--- config.mk ---
export PLATFORM = sky130hd
export DESIGN_NAME = pc_watch_unit
export DESIGN_NICKNAME = d
export VERILOG_FILES = /design/src/rtl/pcw_pkg.sv /design/src/rtl/pcw_channel.sv /design/src/rtl/pc_watch_unit.sv
export SDC_FILE = /design/constraint.sdc
export NUM_CORES = 1
export LEC_CHECK = 0
export ABC_AREA = 0
export BUFFER_PORTS_ARGS = -buffer_cell sky130_fd_sc_hd__clkbuf_2
export CORE_MARGIN = 2
export CORE_UTILIZATION = 35
export CTS_CLUSTER_DIAMETER = 120
export DETAILED_ROUTE_END_ITERATION = 8
export GPL_TIMING_DRIVEN = 1
export PLACE_DENSITY = 0.59
export SETUP_SLACK_MARGIN = 0.5
export SLEW_MARGIN = 20
export SYNTH_ARGS = -nofsm -noshare
export SYNTH_HDL_FRONTEND = slang
export SYNTH_SLANG_ARGS = --single-unit
--- constraint.sdc ---
create_clock -name clk -period 6.35 [get_ports clk]
set_input_delay 0.635 -clock clk [delete_from_list [all_inputs] [get_ports clk]]
set_output_delay 0.635 -clock clk [all_outputs]
set_load 0.005 [all_outputs]
--- src/rtl/pcw_pkg.sv ---
// Shared types for the PC watch unit: channel state encoding and the
// round-robin pick helper used by the event arbiter.
package pcw_pkg;

   localparam int MAX_CH = 16;

   typedef enum logic [1:0] {
      CH_IDLE = 2'd0,
      CH_WAIT = 2'd1,
      CH_PEND = 2'd2
   } ch_state_t;

   // First set request strictly after 'last', wrapping over n entries; -1 if none.
   function automatic int rr_pick(input logic [MAX_CH-1:0] req, input logic [3:0] last, input int n);
      int pick;
      int c;
      pick = -1;
      for (int i = MAX_CH; i >= 1; i--) begin
         c = (int'(last) + i) % n;
         if (i <= n && req[c]) pick = c;
      end
      return pick;
   endfunction

endpackage

--- src/rtl/pcw_channel.sv ---
// One watch channel: edge-detected address match, capture-delay FSM,
// probe capture register and saturating hit counter.
// Optional PCW_TIMESTAMP_EN latches the cycle counter at the trigger edge.
module pcw_channel
   import pcw_pkg::*;
#(
   parameter int ADDR_W = 32,
   parameter int DATA_W = 32,
   parameter int DLY_W  = 8,
   parameter int CNT_W  = 16
)(
   input  logic              clk,
   input  logic              reset,
   input  logic [ADDR_W-1:0] instr_addr,
   input  logic [DATA_W-1:0] probe,
   input  logic              halted,
   input  logic              cfg_sel,
   input  logic              cfg_en,
   input  logic [ADDR_W-1:0] cfg_addr,
   input  logic [DLY_W-1:0]  cfg_delay,
   input  logic              grant,
`ifdef PCW_TIMESTAMP_EN
   input  logic [CNT_W-1:0]  now,
   output logic [CNT_W-1:0]  cap_time,
`endif
   output logic              pend,
   output logic              drop,
   output logic [DATA_W-1:0] cap_data,
   output logic [CNT_W-1:0]  cap_count
);

   typedef struct packed {
      logic              en;
      logic [ADDR_W-1:0] addr;
      logic [DLY_W-1:0]  delay;
   } cfg_t;

   cfg_t              cfg_reg;
   ch_state_t         state_reg;
   logic              prev_match_reg;
   logic [DLY_W-1:0]  dly_cnt_reg;
   logic [CNT_W-1:0]  hit_cnt_reg;
   logic [DATA_W-1:0] data_reg;
   logic [CNT_W-1:0]  count_reg;
`ifdef PCW_TIMESTAMP_EN
   logic [CNT_W-1:0]  time_reg;
`endif

   logic match;
   logic trig;
   logic abort;

   assign match = cfg_reg.en && (instr_addr == cfg_reg.addr);
   assign trig  = match && !prev_match_reg && !halted;
   // Disabling a busy channel drops its event; it must not win arbitration this cycle.
   assign abort = cfg_sel && !cfg_en && (state_reg != CH_IDLE);
   assign pend  = (state_reg == CH_PEND) && !abort;
   assign drop  = trig && (state_reg != CH_IDLE);

   assign cap_data  = data_reg;
   assign cap_count = count_reg;
`ifdef PCW_TIMESTAMP_EN
   assign cap_time  = time_reg;
`endif

   always_ff @(posedge clk) begin
      if (!reset) begin
         cfg_reg        <= '0;
         state_reg      <= CH_IDLE;
         prev_match_reg <= 1'b0;
         dly_cnt_reg    <= '0;
         hit_cnt_reg    <= '0;
         data_reg       <= '0;
         count_reg      <= '0;
`ifdef PCW_TIMESTAMP_EN
         time_reg       <= '0;
`endif
      end else begin
         prev_match_reg <= match;
         if (cfg_sel) cfg_reg <= '{en: cfg_en, addr: cfg_addr, delay: cfg_delay};
         if (trig && !(&hit_cnt_reg)) hit_cnt_reg <= hit_cnt_reg + CNT_W'(1);
         if (abort) begin
            state_reg <= CH_IDLE;
         end else begin
            case (state_reg)
               CH_IDLE: begin
                  if (trig) begin
                     state_reg   <= CH_WAIT;
                     dly_cnt_reg <= cfg_reg.delay;
`ifdef PCW_TIMESTAMP_EN
                     time_reg    <= now;
`endif
                  end
               end
               CH_WAIT: begin
                  if (dly_cnt_reg == '0) begin
                     state_reg <= CH_PEND;
                     data_reg  <= probe;
                     count_reg <= hit_cnt_reg;
                  end else begin
                     dly_cnt_reg <= dly_cnt_reg - DLY_W'(1);
                  end
               end
               CH_PEND: begin
                  if (grant) state_reg <= CH_IDLE;
               end
               default: state_reg <= CH_IDLE;
            endcase
         end
      end
   end

endmodule

--- src/rtl/pc_watch_unit.sv ---
// PC watchpoint / register-capture monitor: N_CH channels, round-robin event
// arbiter with a single output register, drop counter and sticky halt.
// Define PCW_TIMESTAMP_EN to add the cycle counter and the evt_time output.
module pc_watch_unit
   import pcw_pkg::*;
#(
   parameter int              N_CH      = 4,
   parameter int              ADDR_W    = 32,
   parameter int              DATA_W    = 32,
   parameter int              DLY_W     = 8,
   parameter int              CNT_W     = 16,
   parameter logic [ADDR_W-1:0] HALT_ADDR = '0,
   localparam int             CH_W      = (N_CH > 1) ? $clog2(N_CH) : 1
)(
   input  logic                   clk,
   input  logic                   reset,
   input  logic [ADDR_W-1:0]      instr_addr,
   input  logic [N_CH*DATA_W-1:0] probe_data,
   input  logic                   cfg_we,
   input  logic [CH_W-1:0]        cfg_ch,
   input  logic                   cfg_en,
   input  logic [ADDR_W-1:0]      cfg_addr,
   input  logic [DLY_W-1:0]       cfg_delay,
   output logic                   evt_valid,
   input  logic                   evt_ready,
   output logic [CH_W-1:0]        evt_ch,
   output logic [DATA_W-1:0]      evt_data,
   output logic [CNT_W-1:0]       evt_count,
`ifdef PCW_TIMESTAMP_EN
   output logic [CNT_W-1:0]       evt_time,
`endif
   output logic [CNT_W-1:0]       drop_cnt,
   output logic                   halt
);

   localparam int SUM_W = CNT_W + 1;

   typedef struct packed {
      logic [CH_W-1:0]   ch;
      logic [DATA_W-1:0] data;
      logic [CNT_W-1:0]  count;
`ifdef PCW_TIMESTAMP_EN
      logic [CNT_W-1:0]  stamp;
`endif
   } evt_t;

   evt_t              evt_reg;
   logic              evt_valid_reg;
   logic [CH_W-1:0]   rr_ptr_reg;
   logic [CNT_W-1:0]  drop_cnt_reg;
   logic [CNT_W-1:0]  drop_cnt_next;
   logic              armed_reg;
   logic              halt_reg;
`ifdef PCW_TIMESTAMP_EN
   logic [CNT_W-1:0]  timer_reg;
   logic [CNT_W-1:0]  cap_time [N_CH];
`endif

   logic [N_CH-1:0]   pend;
   logic [N_CH-1:0]   drop;
   logic [N_CH-1:0]   grant;
   logic [DATA_W-1:0] cap_data  [N_CH];
   logic [CNT_W-1:0]  cap_count [N_CH];
   logic [MAX_CH-1:0] req;
   int                pick_idx;
   logic              load;
   logic [CH_W-1:0]   gnt_idx;
   logic [SUM_W-1:0]  drop_sum;
   logic [SUM_W-1:0]  drop_wide;

   genvar gi;
   generate
      for (gi = 0; gi < N_CH; gi++) begin : g_ch
         pcw_channel #(
            .ADDR_W (ADDR_W),
            .DATA_W (DATA_W),
            .DLY_W  (DLY_W),
            .CNT_W  (CNT_W)
         ) u_ch (
            .clk        (clk),
            .reset      (reset),
            .instr_addr (instr_addr),
            .probe      (probe_data[gi*DATA_W +: DATA_W]),
            .halted     (halt_reg),
            .cfg_sel    (cfg_we && (cfg_ch == CH_W'(gi))),
            .cfg_en     (cfg_en),
            .cfg_addr   (cfg_addr),
            .cfg_delay  (cfg_delay),
            .grant      (grant[gi]),
`ifdef PCW_TIMESTAMP_EN
            .now        (timer_reg),
            .cap_time   (cap_time[gi]),
`endif
            .pend       (pend[gi]),
            .drop       (drop[gi]),
            .cap_data   (cap_data[gi]),
            .cap_count  (cap_count[gi])
         );
      end
   endgenerate

   always_comb begin
      req = '0;
      req[N_CH-1:0] = pend;
   end

   assign pick_idx = rr_pick(req, 4'(rr_ptr_reg), N_CH);
   assign gnt_idx  = CH_W'(pick_idx);
   // The output register accepts a new event when empty or draining this cycle.
   assign load     = (pick_idx >= 0) && (!evt_valid_reg || evt_ready);

   always_comb begin
      grant = '0;
      if (load) grant[gnt_idx] = 1'b1;
   end

   always_comb begin
      drop_sum = '0;
      for (int k = 0; k < N_CH; k++) drop_sum = drop_sum + SUM_W'(drop[k]);
      drop_wide     = {1'b0, drop_cnt_reg} + drop_sum;
      drop_cnt_next = drop_wide[CNT_W] ? '1 : drop_wide[CNT_W-1:0];
   end

   always_ff @(posedge clk) begin
      if (!reset) begin
         evt_reg       <= '0;
         evt_valid_reg <= 1'b0;
         rr_ptr_reg    <= '0;
         drop_cnt_reg  <= '0;
         armed_reg     <= 1'b0;
         halt_reg      <= 1'b0;
`ifdef PCW_TIMESTAMP_EN
         timer_reg     <= '0;
`endif
      end else begin
         armed_reg    <= 1'b1;
         drop_cnt_reg <= drop_cnt_next;
         // The first cycle after reset is ignored so a reset vector at HALT_ADDR does not halt.
         if (armed_reg && (instr_addr == HALT_ADDR)) halt_reg <= 1'b1;
`ifdef PCW_TIMESTAMP_EN
         timer_reg    <= timer_reg + CNT_W'(1);
`endif
         if (load) begin
            evt_valid_reg <= 1'b1;
            rr_ptr_reg    <= gnt_idx;
            evt_reg.ch    <= gnt_idx;
            evt_reg.data  <= cap_data[gnt_idx];
            evt_reg.count <= cap_count[gnt_idx];
`ifdef PCW_TIMESTAMP_EN
            evt_reg.stamp <= cap_time[gnt_idx];
`endif
         end else if (evt_ready) begin
            evt_valid_reg <= 1'b0;
         end
      end
   end

   assign evt_valid = evt_valid_reg;
   assign evt_ch    = evt_reg.ch;
   assign evt_data  = evt_reg.data;
   assign evt_count = evt_reg.count;
`ifdef PCW_TIMESTAMP_EN
   assign evt_time  = evt_reg.stamp;
`endif
   assign drop_cnt  = drop_cnt_reg;
   assign halt      = halt_reg;

endmodule
# Word level (Yosys, flattened, before mapping)
# Cells that the tools add are included.
[word_totals]
output_inout_bits = 68
ff_bits = 533
in_bits = 207
wordCells = 263
[op_classes]
n_eq_ne = 31
reduce_logical = 98
n_mux = 57
bitwise = 10
order_cmp = 8
add_sub_neg = 16
[ops]
columns = ["operator", "count"]
rows = [
  ["$mux 32", 6],
  ["$eq 32x32->1", 4],
  ["$add 16x1->16 const B", 4],
  ["$bmux 32 s2", 1],
  ["$mux 8", 8],
  ["$pmux 8 s2", 4],
  ["$reduce_and 16->1", 4],
  ["$mux 16", 3],
  ["$logic_and 1x1->1", 39],
  ["$bmux 16 s2", 1],
  ["$ge 32x1->1 const B", 1],
  ["$logic_not 32->1", 1],
  ["$logic_not 8->1", 4],
  ["$sub 8x1->8 const B", 4],
  ["$lt 3x6->1 const B", 4],
  ["$mux 2", 12],
  ["$pmux 2 s3", 4],
  ["$reduce_and 3->1", 8],
  ["$reduce_bool 2->1", 9],
  ["$add 16x4->17", 1],
  ["$ne 2x1->1 const B", 8],
  ["$ne 2x2->1 const B", 8],
  ["$reduce_and 4->1", 4],
  ["$reduce_or 2->1", 8],
  ["other kinds (20)", 70],
]

# Longest topological paths before layout
# Gate-level depths: netlist of the first run.
[depth]
ltp_word = 20
depth_mapped = 20
ltp_nobuf = 17

# By module
# Synthesis of the first run repeated with hierarchy kept, for this count alone.
[unflattened]
cells_unflattened = 2883
area_unflattened_um2 = 24543.5
[by_module_without_submodules]
columns = ["mod", "area_each_um2", "n_inst", "cells_each", "seq_area_each_um2"]
rows = [
  ["pcw_channel at g_ch[1].u_ch ...", 5144.9, 2, 604, 2322.2],
  ["pcw_channel at g_ch[0].u_ch", 4951.0, 1, 581, 2322.2],
  ["pcw_channel at g_ch[3].u_ch", 4917.2, 1, 579, 2322.2],
  ["pc_watch_unit", 4385.5, 1, 515, 1381.3],
]

# Worst setup path before layout of the first run
# OpenSTA, ideal clock, no wires.
[synth_path]
path_type = "input port to flip-flop"
startpoint = "in instr_addr[15]"
endpoint = "reg drop_cnt_reg[13], in the netlist drop_cnt[13]"
setup_time_ns = 0.128
required_time_ns = 6.222
cell_stages = 20
path_slack_ns = 1.688
arrival_ns = 4.534
path_cell_list = "buf_2 nand2b_1 o2111ai_1 or4_4 nor3_1 nand2_1 buf_2 nor2_1 ha_1 fa_1 ha_1 fa_1 a21o_1 nor4b_1 and4_1 nand2_1 clkbuf_1 nand2_1 mux2i_1 nor2_1"
[synth_via]
elab_chain_len = 10
elab_cells_between_ends = 25
[synth_lines]
columns = ["element", "line", "rtl"]
rows = [
  ["from (decl)", "pc_watch_unit.sv:17", "input logic [ADDR_W-1:0] instr_addr,"],
  ["$eq 32x32->1", "pcw_channel.sv:53", "assign match = cfg_reg.en && (instr_addr == cfg_reg.addr);"],
  ["$logic_and 1x1->1", "pcw_channel.sv:53", ""],
  ["$logic_and 1x1->1 (2 in a row)", "pcw_channel.sv:54", "assign trig = match && !prev_match_reg && !halted;"],
  ["$logic_and 1x1->1", "pcw_channel.sv:58", "assign drop = trig && (state_reg != CH_IDLE);"],
  ["$add 1x1->2", "pc_watch_unit.sv:119", "for (int k = 0; k < N_CH; k++) drop_sum = drop_sum + SUM_W'(drop[k]);"],
  ["$add 2x1->3", "pc_watch_unit.sv:119", ""],
  ["$add 3x1->4 *", "pc_watch_unit.sv:119", ""],
  ["$add 16x4->17 *", "pc_watch_unit.sv:120", "drop_wide = {1'b0, drop_cnt_reg} + drop_sum;"],
  ["$mux 16 *", "pc_watch_unit.sv:121", "drop_cnt_next = drop_wide[CNT_W] ? '1 : drop_wide[CNT_W-1:0];"],
  ["to (signal assigned)", "pc_watch_unit.sv:137", "drop_cnt_reg <= drop_cnt_next;"],
  ["to (decl)", "pc_watch_unit.sv:50", "logic [CNT_W-1:0] drop_cnt_reg;"],
]
# Every way passes the cells marked *; elsewhere a longest branch is shown, timed or not.
# A chain may end at the register's enable or synchronous reset.

# Worst setup path after layout of the first run
[layout_path]
startpoint = "reg g_ch[0].u_ch.cfg_reg[39] in the netlist's numbering"
endpoint = "reg drop_cnt_reg[13], in the netlist drop_cnt[13]"
[layout_via]
elab_chain_len = 10
[layout_lines]
columns = ["element", "line", "rtl"]
rows = [
  ["from (decl)", "pcw_channel.sv:38", "cfg_t cfg_reg;"],
  ["from (signal assigned)", "pcw_channel.sv:80", "if (cfg_sel) cfg_reg <= '{en: cfg_en, addr: cfg_addr, delay: cfg_delay};"],
  ["$eq 32x32->1", "pcw_channel.sv:53", ""],
  ["$logic_and 1x1->1", "pcw_channel.sv:53", ""],
  ["$logic_and 1x1->1 (2 in a row)", "pcw_channel.sv:54", ""],
  ["$logic_and 1x1->1", "pcw_channel.sv:58", ""],
  ["$add 1x1->2", "pc_watch_unit.sv:119", ""],
  ["$add 2x1->3", "pc_watch_unit.sv:119", ""],
  ["$add 3x1->4", "pc_watch_unit.sv:119", ""],
  ["$add 16x4->17", "pc_watch_unit.sv:120", ""],
  ["$mux 16", "pc_watch_unit.sv:121", ""],
]
# Every way passes these cells.

==> out/results.ini, run 1 <==
[outcome]
status=complete, no violations

[timing]
fin_skew_ns=0.0150
finalHoldViolCount=0
maxSlewViolCount=0
period_needed_ns=5.23
setup_ws_ns=1.12
slew_headroom=0.247
tightest_slew_ns=1.13
finalSetupTns_ns=0
fin_crit_sh=0.824
setup_viol=0
whs_ns=0.230
rsz0062_at_grt=no
max_clock_freq_mhz=191

[floorplanning]
coreArea_um2=66900
dieArea_um2=69500
die_y_um=264
rows=95
die_w_um=264
start_util=0.353
io_pins=275

[yosys]
synth-seq-area-share=0.452
yosysTopAreaCellShare=0.452
synth_area_um2=23600
synth_area_leader_cell=dfxtp_1
synth.avg_cell_area_um2=8.21
synth.distinct_cells=70
yosys_warnings=0
synth_edf_count=0
syn_inst=2873
syn_nets=3095
synth_flop_cell=dfxtp_1
synth_area_leaders=dfxtp_1, nand2_1, a21oi_1, mux4_2, xnor2_1
ys_async_sr_fraction=0
synth-seq-cells=533

[detailed_routing]
drc_errors=0
drt_first_iter_violations=1578
vias=20500
via_per_inst=5.20
routed_wl_mm=73.5
ant_nets=0
wl_per_cell_um=18.7
dr.pass1.iters=5

[cts]
post-cts-setup-buffer-count=0
cts_hold_buf=0
clock_latency_ns=0.62
cts_tree=yes
clock-sinks=533
ctsResizeCount=0
numCtsBuffers=58
cts-root-buf=clkbuf_16
clk_pin_slew_worst_paths_ns=0.06
h-tree-depth=2
cts_buffer_depth=3

[critical_path]
cp-end-kind=flip-flop
cp_slowest_stage_delay_ns=0.54
cp_num_cells=17
crit_top_cell=nand2_1
cp.required_ns=6.90
critPathBufInv=0
worstPathCellList=xor2_1, nor4_1, nand4_1, nor3_1, nand2_1, nor2_1, ha_1, fa_1, ha_1, fa_1, a21o_1, nor4b_1, and4_1, nand2_1, nand2_1, mux2i_1, nor2_1
path_delay_family=simple AND/OR/NAND/NOR gates
rr_worst_depth=17
critPathKind=flip-flop to flip-flop
crit_arrival_ns=5.78
critPathLaunchType=flip-flop
worstPathMaxFanout=13
cp_slowest_cell=nor4_1

[cells_and_area]
layout-drive-gt1-share=0.157
final_cell_mix=nand2_1, dfxtp_1, a21oi_1
nNetsFinal=3237
layout_commonest_cell=nand2_1
post-route-util=0.409
largest_reg_flops=164
area_growth_pct=15.9

[hold_path]
hold_depth=3
min_path_type=input port to flip-flop

[placed_design]
hpwl_mm=48.9
io_buffers=274
dp_slack_ns=0.632
gp_congestion=0.913

[grt]
grt_pass1_vias=19300
grt_max_degree=185
grt_first_pass_wirelength_mm=114
grt_remaining_overflow=0
antenna_found_initial=7
grt_usage=0.207

[pwr]
p_leak_nw=10.1
powerDensity_nw_per_um2=259
finalPower_mw=7.08
ir_drop_mv=0.222

[run]
drv_cap=0

[final timing paths]
check / start / to / slack, ns
setup reg to reg: g_ch[0].u_ch.cfg_reg[39]$_SDFFE_PN0P_ / drop_cnt[13]$_SDFF_PN0_ / 1.12
setup / recovery: g_ch[0].u_ch.cfg_reg[39]$_SDFFE_PN0P_ / drop_cnt[13]$_SDFF_PN0_ / 1.12
hold / removal: probe_data[52] / g_ch[1].u_ch.cap_data[20]$_SDFFE_PN0P_ / 0.23
hold reg to reg: evt_data[22]$_SDFFE_PN0P_ / evt_data[22]$_SDFFE_PN0P_ / 0.45
[Yosys cell counts, types with 7 or more instances]
cell type / n
and4_1: 7
nand4_1: 49
o31ai_1: 27
nor2b_1: 9
mux2i_1: 72
nand3_1: 49
o21ai_1: 41
a21oi_1: 380
clkbuf_1: 162
o21ai_0: 30
or3_1: 25
inv_1: 41
xor2_1: 39
ha_1: 13
nor2_1: 132
buf_4: 8
buf_2: 37
nor4_1: 34
dfxtp_1: 533
nand2b_1: 22
and3_1: 12
or4_1: 18
mux4_2: 48
and2_1: 9
nor3_1: 38
nand2_1: 814
o22ai_1: 13
xnor2_1: 98
[where the power goes]
part	leakage [nW]	internal [mW]	switching, mW	total [mW]
sequential	4.30	3.38	0.0253	3.40
clock	0.932	1.87	1.44	3.32
combinational	4.85	0.124	0.240	0.364
[logic make-up after synthesis]
logic type | share of synthesized area
fa+ha+maj | 0.00859
flops | 0.452
xor+xnor | 0.0550
simple gates | 0.233
compound gates | 0.129
buf+inv | 0.0449
mux | 0.0769
[tightest hold or removal path: stages]
cell,delay [ns]
clkbuf_2,0.08
nand2_1,0.04
a21oi_1,0.05
[layer usage]
| metal | vias up | share of wire | GRT usage |
|---|---|---|---|
| met4 | 4 | 0.028 | 0.0633 |
| met5 | - | 0.00037 | 0 |
| met2 | 572 | 0.46 | 0.336 |
| met1 | 9719 | 0.45 | 0.280 |
| met3 | 117 | 0.059 | 0.0348 |
| li1 | 10100 | - | - |
[layout make-up]
| cell class | count | area (um^2) |
|---|---|---|
| Clock buffer | 83 | 1670 |
| Sequential cell | 533 | 10700 |
| Timing Repair Buffer | 297 | 1580 |
| Multi-Input combinational cell | 2084 | 12000 |
| Clock inverter | 25 | 206 |
| Tap cell | 873 | 1090 |
| Antenna cell | 5 | 12.5 |
| Inverter | 41 | 161 |
| Fill cell | 6886 | 39600 |
[per-stage QoR]
stage	instances	area, um^2
2_1_floorplan	2873	23600
3_3_place_gp	3827	25400
3_5_place_dp	3827	25400
4_1_cts	3935	27300
5_1_grt	3941	27300
6_report	3941	27300
(Power assumes the default switching activity.)
==> inputs of run 2 (changes only) <==
--- a/config.mk
+++ b/config.mk
@@ -5,7 +5,7 @@
 export SDC_FILE = /design/constraint.sdc
 export NUM_CORES = 1
 export LEC_CHECK = 0
-export ABC_AREA = 0
+export ABC_AREA = 1
 export BUFFER_PORTS_ARGS = -buffer_cell sky130_fd_sc_hd__clkbuf_2
 export CORE_MARGIN = 2
 export CORE_UTILIZATION = 35
==> constraint.sdc (replaced) <==
create_clock -name clk -period 5.07 [get_ports clk]
set_input_delay 0.507 -clock clk [delete_from_list [all_inputs] [get_ports clk]]
set_output_delay 0.507 -clock clk [all_outputs]
set_load 0.005 [all_outputs]
==> out/results.ini, run 2 <==
[yosys]
synth-seq-cells=533
synth.avg_cell_area_um2=6.82
synthMuxAreaShare=0.000434
yosysTopAreaCellShare=0.412
synth_top_family_by_area=simple AND/OR/NAND/NOR gates
synthAdderAreaFrac=0.00782
synth_flop_cell=dfxtp_1
synth_area_leaders=dfxtp_1, o21ai_0, nor2_1, nand2_1, a21oi_1
synth-simple-area-share=0.290
yosys_warnings=0
synth_edf_count=0
synth-compound-area-share=0.164
yosysMostFrequentCell=nor2_1
syn_nets=4020
syn_inst=3798
synth_area_leader_cell=dfxtp_1
synth.top_cells.by_count=nor2_1, dfxtp_1, nand2_1
synth.distinct_cells=45
synthXorXnorAreaFrac=0.0341
synth-seq-area-share=0.412
synth_area_um2=25900
ys_async_sr_fraction=0

[grt]
grt_pass1_vias=24200
grt_remaining_overflow=0
grt_first_pass_wirelength_mm=144
antenna_found_initial=14
grt_max_degree=195
grt_usage=0.238

[timing]
finalHoldViolCount=0
fin_skew_ns=0.0324
maxSlewViolCount=0
slew_headroom=0.273
period_needed_ns=4.19
rsz0062_at_grt=no
max_clock_freq_mhz=238
setup_viol=0
fin_crit_sh=0.827
tightest_slew_ns=1.09
finalSetupTns_ns=0

[cts]
clock-sinks=533
cts_tree=yes
h-tree-depth=2
numCtsBuffers=59
cts_buffer_depth=3
cts-root-buf=clkbuf_16
cts_hold_buf=0
clock_latency_ns=0.65
clk_pin_slew_worst_paths_ns=0.06

[critical_path]
rr_worst_depth=21
critPathLaunchType=flip-flop
critPathKind=flip-flop to flip-flop
cp.required_ns=5.56
crit_arrival_ns=4.68
r2r_end=drop_cnt[14]$_SDFF_PN0_
crit_path_end=drop_cnt[14]$_SDFF_PN0_
r2r_start=g_ch[1].u_ch.cfg_reg[24]$_SDFFE_PN0P_
cp-end-kind=flip-flop
worstPathMaxFanout=4
reg2reg_slack_ns=0.88
crit_start=g_ch[1].u_ch.cfg_reg[24]$_SDFFE_PN0P_

[detailed_routing]
vias=26000
ant_nets=0
drc_errors=0
wl_per_cell_um=18.8
dr.pass1.iters=6
drt_first_iter_violations=2260
via_per_inst=5.21
routed_wl_mm=93.5

[cells_and_area]
layout_commonest_cell=nor2_1
layout-drive-gt1-share=0.116
largest_reg_flops=164
nNetsFinal=4178
final_cell_mix=nor2_1, dfxtp_1, nand2_1
area_growth_pct=16.2
finalInstanceArea_um2=30100

[placed_design]
place_area_um2=28000
hpwl_mm=66.2
gp_congestion=0.997
io_buffers=274

[floorplanning]
die_w_um=276
coreArea_um2=73100
rows=99
start_util=0.355
die_y_um=276
io_pins=275
dieArea_um2=76200

[run]
drv_cap=0

[pwr]
p_leak_nw=12.2
ir_drop_mv=0.290
powerDensity_nw_per_um2=366
finalPower_mw=11.0

[hold_path]
min_path_type=input port to flip-flop

[outcome]
status=complete, no violations

[run 2: cell count changes after synthesis, moves of 50 or more]
cell     previous run  this run
nand4_1            49       176
o21ai_0            30       458
nand3_1            49       247
nor3_1             38        88
xnor2_1            98        36
mux2i_1            72         0
nand2_1           814       512
a21oi_1           380       326
inv_1              41       390
nor2_1            132       589
[run 2: routing by layer]
metal | GRT usage | vias to the layer above | wire (um)
li1 | - | 12900 | -
met1 | 0.342 | 12100 | 44500
met2 | 0.366 | 760 | 41000
met3 | 0.0299 | 150 | 5260
met4 | 0.0807 | 2 | 2750
met5 | 0 | - | 8
[run 2: worst min path at each step]
stage                     cells past startpoint  slack (ns)                                      to                                   start
final                                         3        0.09  g_ch[3].u_ch.cap_data[21]$_SDFFE_PN0P_                         probe_data[117]
after global placement                        2        0.43                       halt$_SDFFE_PN0P_                       armed_reg$_DFF_P_
after detailed placement                      2        0.44                       halt$_SDFFE_PN0P_                       armed_reg$_DFF_P_
after floorplan                               2        0.42  g_ch[1].u_ch.cap_count[0]$_SDFFE_PN0P_  g_ch[1].u_ch.cap_count[0]$_SDFFE_PN0P_
after CTS                                     3        0.06  g_ch[3].u_ch.cap_data[21]$_SDFFE_PN0P_                         probe_data[117]
after global routing                          3        0.08   g_ch[2].u_ch.cap_data[8]$_SDFFE_PN0P_                          probe_data[72]
[run 2: per-stage QoR]
stage               std cells  worst slack, ns   util  hold slack, ns
floorplan                3798             1.03      -           0.423
global placement         4853            0.396  0.383           0.432
detailed placement       4853            0.323  0.383           0.436
CTS                      4965            0.640  0.411          0.0610
global route             4978            0.514  0.412          0.0830
finish                   4978            0.877  0.412          0.0919
[run 2: logic make-up (layout without fill, tap and decap cells)]
kind of cell    count (synthesis)  after routing
other cells                     0             12
mux                             1              1
buf+inv                       615            824
simple gates                 1697           1697
fa+ha+maj                      15             15
flops                         533            533
xor+xnor                      101            101
compound gates                836            836
[run 2: final cells by class]
type                            instances  area [um^2]
Antenna cell                           12         30.0
Clock buffer                           78         1650
Clock inverter                         34          438
Fill cell                            7833        43000
Inverter                              399         1500
Multi-Input combinational cell       2650        12900
Sequential cell                       533        10700
Tap cell                              959         1200
Timing Repair Buffer                  313         1710
[run 2: power by group]
group	leakage, nW	total (mW)	internal (mW)	switching, mW
clock	1.02	4.62	2.71	1.91
combinational	6.83	1.75	0.545	1.21
sequential	4.33	4.66	4.48	0.178
total	12.2	11.0	7.74	3.29
[run 2: critical path: stages (launching register included)]
cell	delay [ns]
dfxtp_1	0.34
xnor2_2	0.22
nand3_1	0.16
or2_2	0.30
nor2_1	0.10
nand3_1	0.15
nor2_2	0.14
nand2_1	0.10
nor2_1	0.11
ha_2	0.33
fa_1	0.52
ha_1	0.19
fa_1	0.21
nand3_1	0.08
nand2_1	0.10
nand3_1	0.12
nor3b_2	0.29
nand2_1	0.14
nor2_2	0.14
inv_1	0.11
nor3_1	0.14
nor3_1	0.06
[run 2: repair_timing]
action,in CTS,in global routing
resized for setup,0,7
setup endpoints to repair,0,14
setup buffers,0,1
endpoints found under the hold margin,0,0
==> inputs of run 3 (changes only) <==
--- a/config.mk
+++ b/config.mk
@@ -12,7 +12,7 @@
 export CTS_CLUSTER_DIAMETER = 120
 export DETAILED_ROUTE_END_ITERATION = 8
 export GPL_TIMING_DRIVEN = 1
-export PLACE_DENSITY = 0.59
+export PLACE_DENSITY = 0.61
 export SETUP_SLACK_MARGIN = 0.5
 export SLEW_MARGIN = 20
 export SYNTH_ARGS = -nofsm -noshare
==> constraint.sdc (replaced) <==
create_clock -name clk -period 3.4 [get_ports clk]
set_input_delay 0.34 -clock clk [delete_from_list [all_inputs] [get_ports clk]]
set_output_delay 0.34 -clock clk [all_outputs]
set_load 0.005 [all_outputs]
==> out/results.ini, run 3 (synthesis gave the netlist of run 2 again) <==
[pwr]
p_leak_nw=14.4
p_clk_frac=0.416
ir_drop_mv=0.608
p_seq_frac=0.401
powerDensity_nw_per_um2=499
p_sw_frac=0.301
intPower_mw=12.1
p_comb_frac=0.183
power.switching_mw=5.20

[critical_path]
cp_slowest_cell=fa_1
cp.required_ns=3.95
path_delay_family=simple AND/OR/NAND/NOR gates
crit_arrival_ns=4.33
worstPathCellList=inv_2, nand2_2, nand2_2, nor3_4, nand4_1, nor2_1, nand2_1, nor2_2, nand3_2, nor2_4, ha_4, fa_1, ha_4, fa_2, nand3_2, nand2_2, nand3_4, nor3b_4, buf_4, buf_6, nand3_4, buf_6, a21oi_2
critPathKind=flip-flop to flip-flop
cp_slowest_stage_delay_ns=0.56
crit_top_cell=nand2_2
cp-end-kind=flip-flop
worstPathMaxFanout=5
critPathLaunchType=flip-flop
reg2reg_slack_ns=-0.37
critPathBufInv=4

[grt]
grt_remaining_overflow=0
grt_pass1_vias=26400
antenna_found_initial=9
grt_max_degree=239
grt_first_pass_wirelength_mm=151
grt_usage=0.248

[floorplanning]
die_w_um=276
coreArea_um2=73100
dieArea_um2=76200
io_pins=275
die_y_um=276
rows=99
start_util=0.355

[timing]
slew_headroom=0.307
rsz0062_at_grt=yes
max_clock_freq_mhz=265
finalHoldViolCount=0
fin_skew_ns=0.0396
period_needed_ns=3.77
maxSlewViolCount=0
tightest_slew_ns=1.04
setup_ws_ns=-0.374
fin_crit_sh=1.11
setup_viol=27

[cells_and_area]
final_cell_mix=nor2_1, dfxtp_1, nand2_1
layout_commonest_cell=nor2_1
finalInstanceArea_um2=34700
stdcell_count=5432
nNetsFinal=4632
largest_reg_flops=164
layout-drive-gt1-share=0.195
area_growth_pct=33.7

[cts]
clock-sinks=533
clk_pin_slew_worst_paths_ns=0.07
cts_buffer_depth=3
h-tree-depth=2
numCtsBuffers=61
cts_tree=yes
cts-root-buf=clkbuf_16
clock_latency_ns=0.67

[detailed_routing]
wl_per_cell_um=18.3
routed_wl_mm=99.5
ant_nets=0
via_per_inst=5.21
dr.pass1.iters=6
drt_first_iter_violations=2565
drc_errors=0
vias=28300

[outcome]
status=finished with violations
violations=setup timing

[placed_design]
hpwl_mm=67.9
gp_congestion=0.983
dp.cells=5114
io_buffers=274
place_area_um2=30100

[run]
drv_cap=0

[hold_path]
min_path_type=input port to flip-flop

==> run 3: what timing repair did <==
| item | CTS | global route |
|---|---|---|
| resized for setup | 76 | 63 |
| cloned | 0 | 5 |
| buffers inserted | 33 | 13 |
| endpoints found under the setup margin | 16 | 72 |
| hold buffers | 141 | 0 |
| pin swaps | 67 | 45 |
| hold endpoints to repair | 155 | 0 |
==> run 3: metrics by stage <==
stage	total power, mW	util	TNS [ns]	hold slack, ns	worst slack (ns)
after floorplan	8.65	-	-1.04	0.368	-0.169
after global placement	9.93	0.411	-8.81	0.432	-0.669
after detailed placement	9.95	0.411	-9.75	0.434	-0.730
after CTS	17.3	0.468	-3.93	0.000668	-0.309
after global routing	18.0	0.474	-12.68	0.0262	-0.617
final	17.3	0.474	-7.31	0.0268	-0.374
==> run 3: path summary, 6_finish.rpt <==
kind / startpoint / end / cells past startpoint
max: g_ch[0].u_ch.cfg_reg[25]$_SDFFE_PN0P_ / drop_cnt[2]$_SDFF_PN0_ / 23
max reg2reg: g_ch[0].u_ch.cfg_reg[25]$_SDFFE_PN0P_ / drop_cnt[2]$_SDFF_PN0_ / 23
min: cfg_addr[10] / g_ch[1].u_ch.cfg_reg[18]$_SDFFE_PN0P_ / 3
min reg2reg: g_ch[1].u_ch.cap_count[0]$_SDFFE_PN0P_ / g_ch[1].u_ch.cap_count[0]$_SDFFE_PN0P_ / 2
==> run 3: layout make-up <==
cell class	count	area, um^2
antenna	10	25.0
clock buffer	76	1690
clock inverter	40	510
fill	7275	38400
inverter	399	1510
multi-input combinational	2653	13400
sequential	533	10700
tap	959	1200
timing repair buffer	761	5640
timing repair inverter	1	7.51
==> run 3: worst register-to-register path, stage by stage (launching register included) <==
cell and delay (ns):
dfxtp_2 0.32, inv_2 0.04, nand2_2 0.08, nand2_2 0.07, nor3_4 0.17, nand4_1 0.12
nor2_1 0.11, nand2_1 0.09, nor2_2 0.13, nand3_2 0.13, nor2_4 0.13, ha_4 0.22
fa_1 0.56, ha_4 0.16, fa_2 0.21, nand3_2 0.08, nand2_2 0.10, nand3_4 0.08
nor3b_4 0.25, buf_4 0.15, buf_6 0.09, nand3_4 0.08, buf_6 0.17, a21oi_2 0.11
==> run 3: per-layer routing <==
layer  GRT usage  vias to the layer above  routed length, um
met5           0                        -                  0
li1            -                    13800                  -
met1       0.334                    13000              43900
met2       0.391                     1155              44000
met3      0.0374                      292               6620
met4       0.115                        0               4970
==> run 3: power by group through the flow <==
stage / Sequential, mW / Combinational (mW) / Clock [mW]
finish: 6.94 / 3.17 / 7.19
global route: 6.99 / 3.46 / 7.55
CTS: 6.93 / 3.06 / 7.28
detailed placement: 7.06 / 2.88 / 0
global placement: 7.06 / 2.87 / 0
floorplan: 7.01 / 1.65 / 0
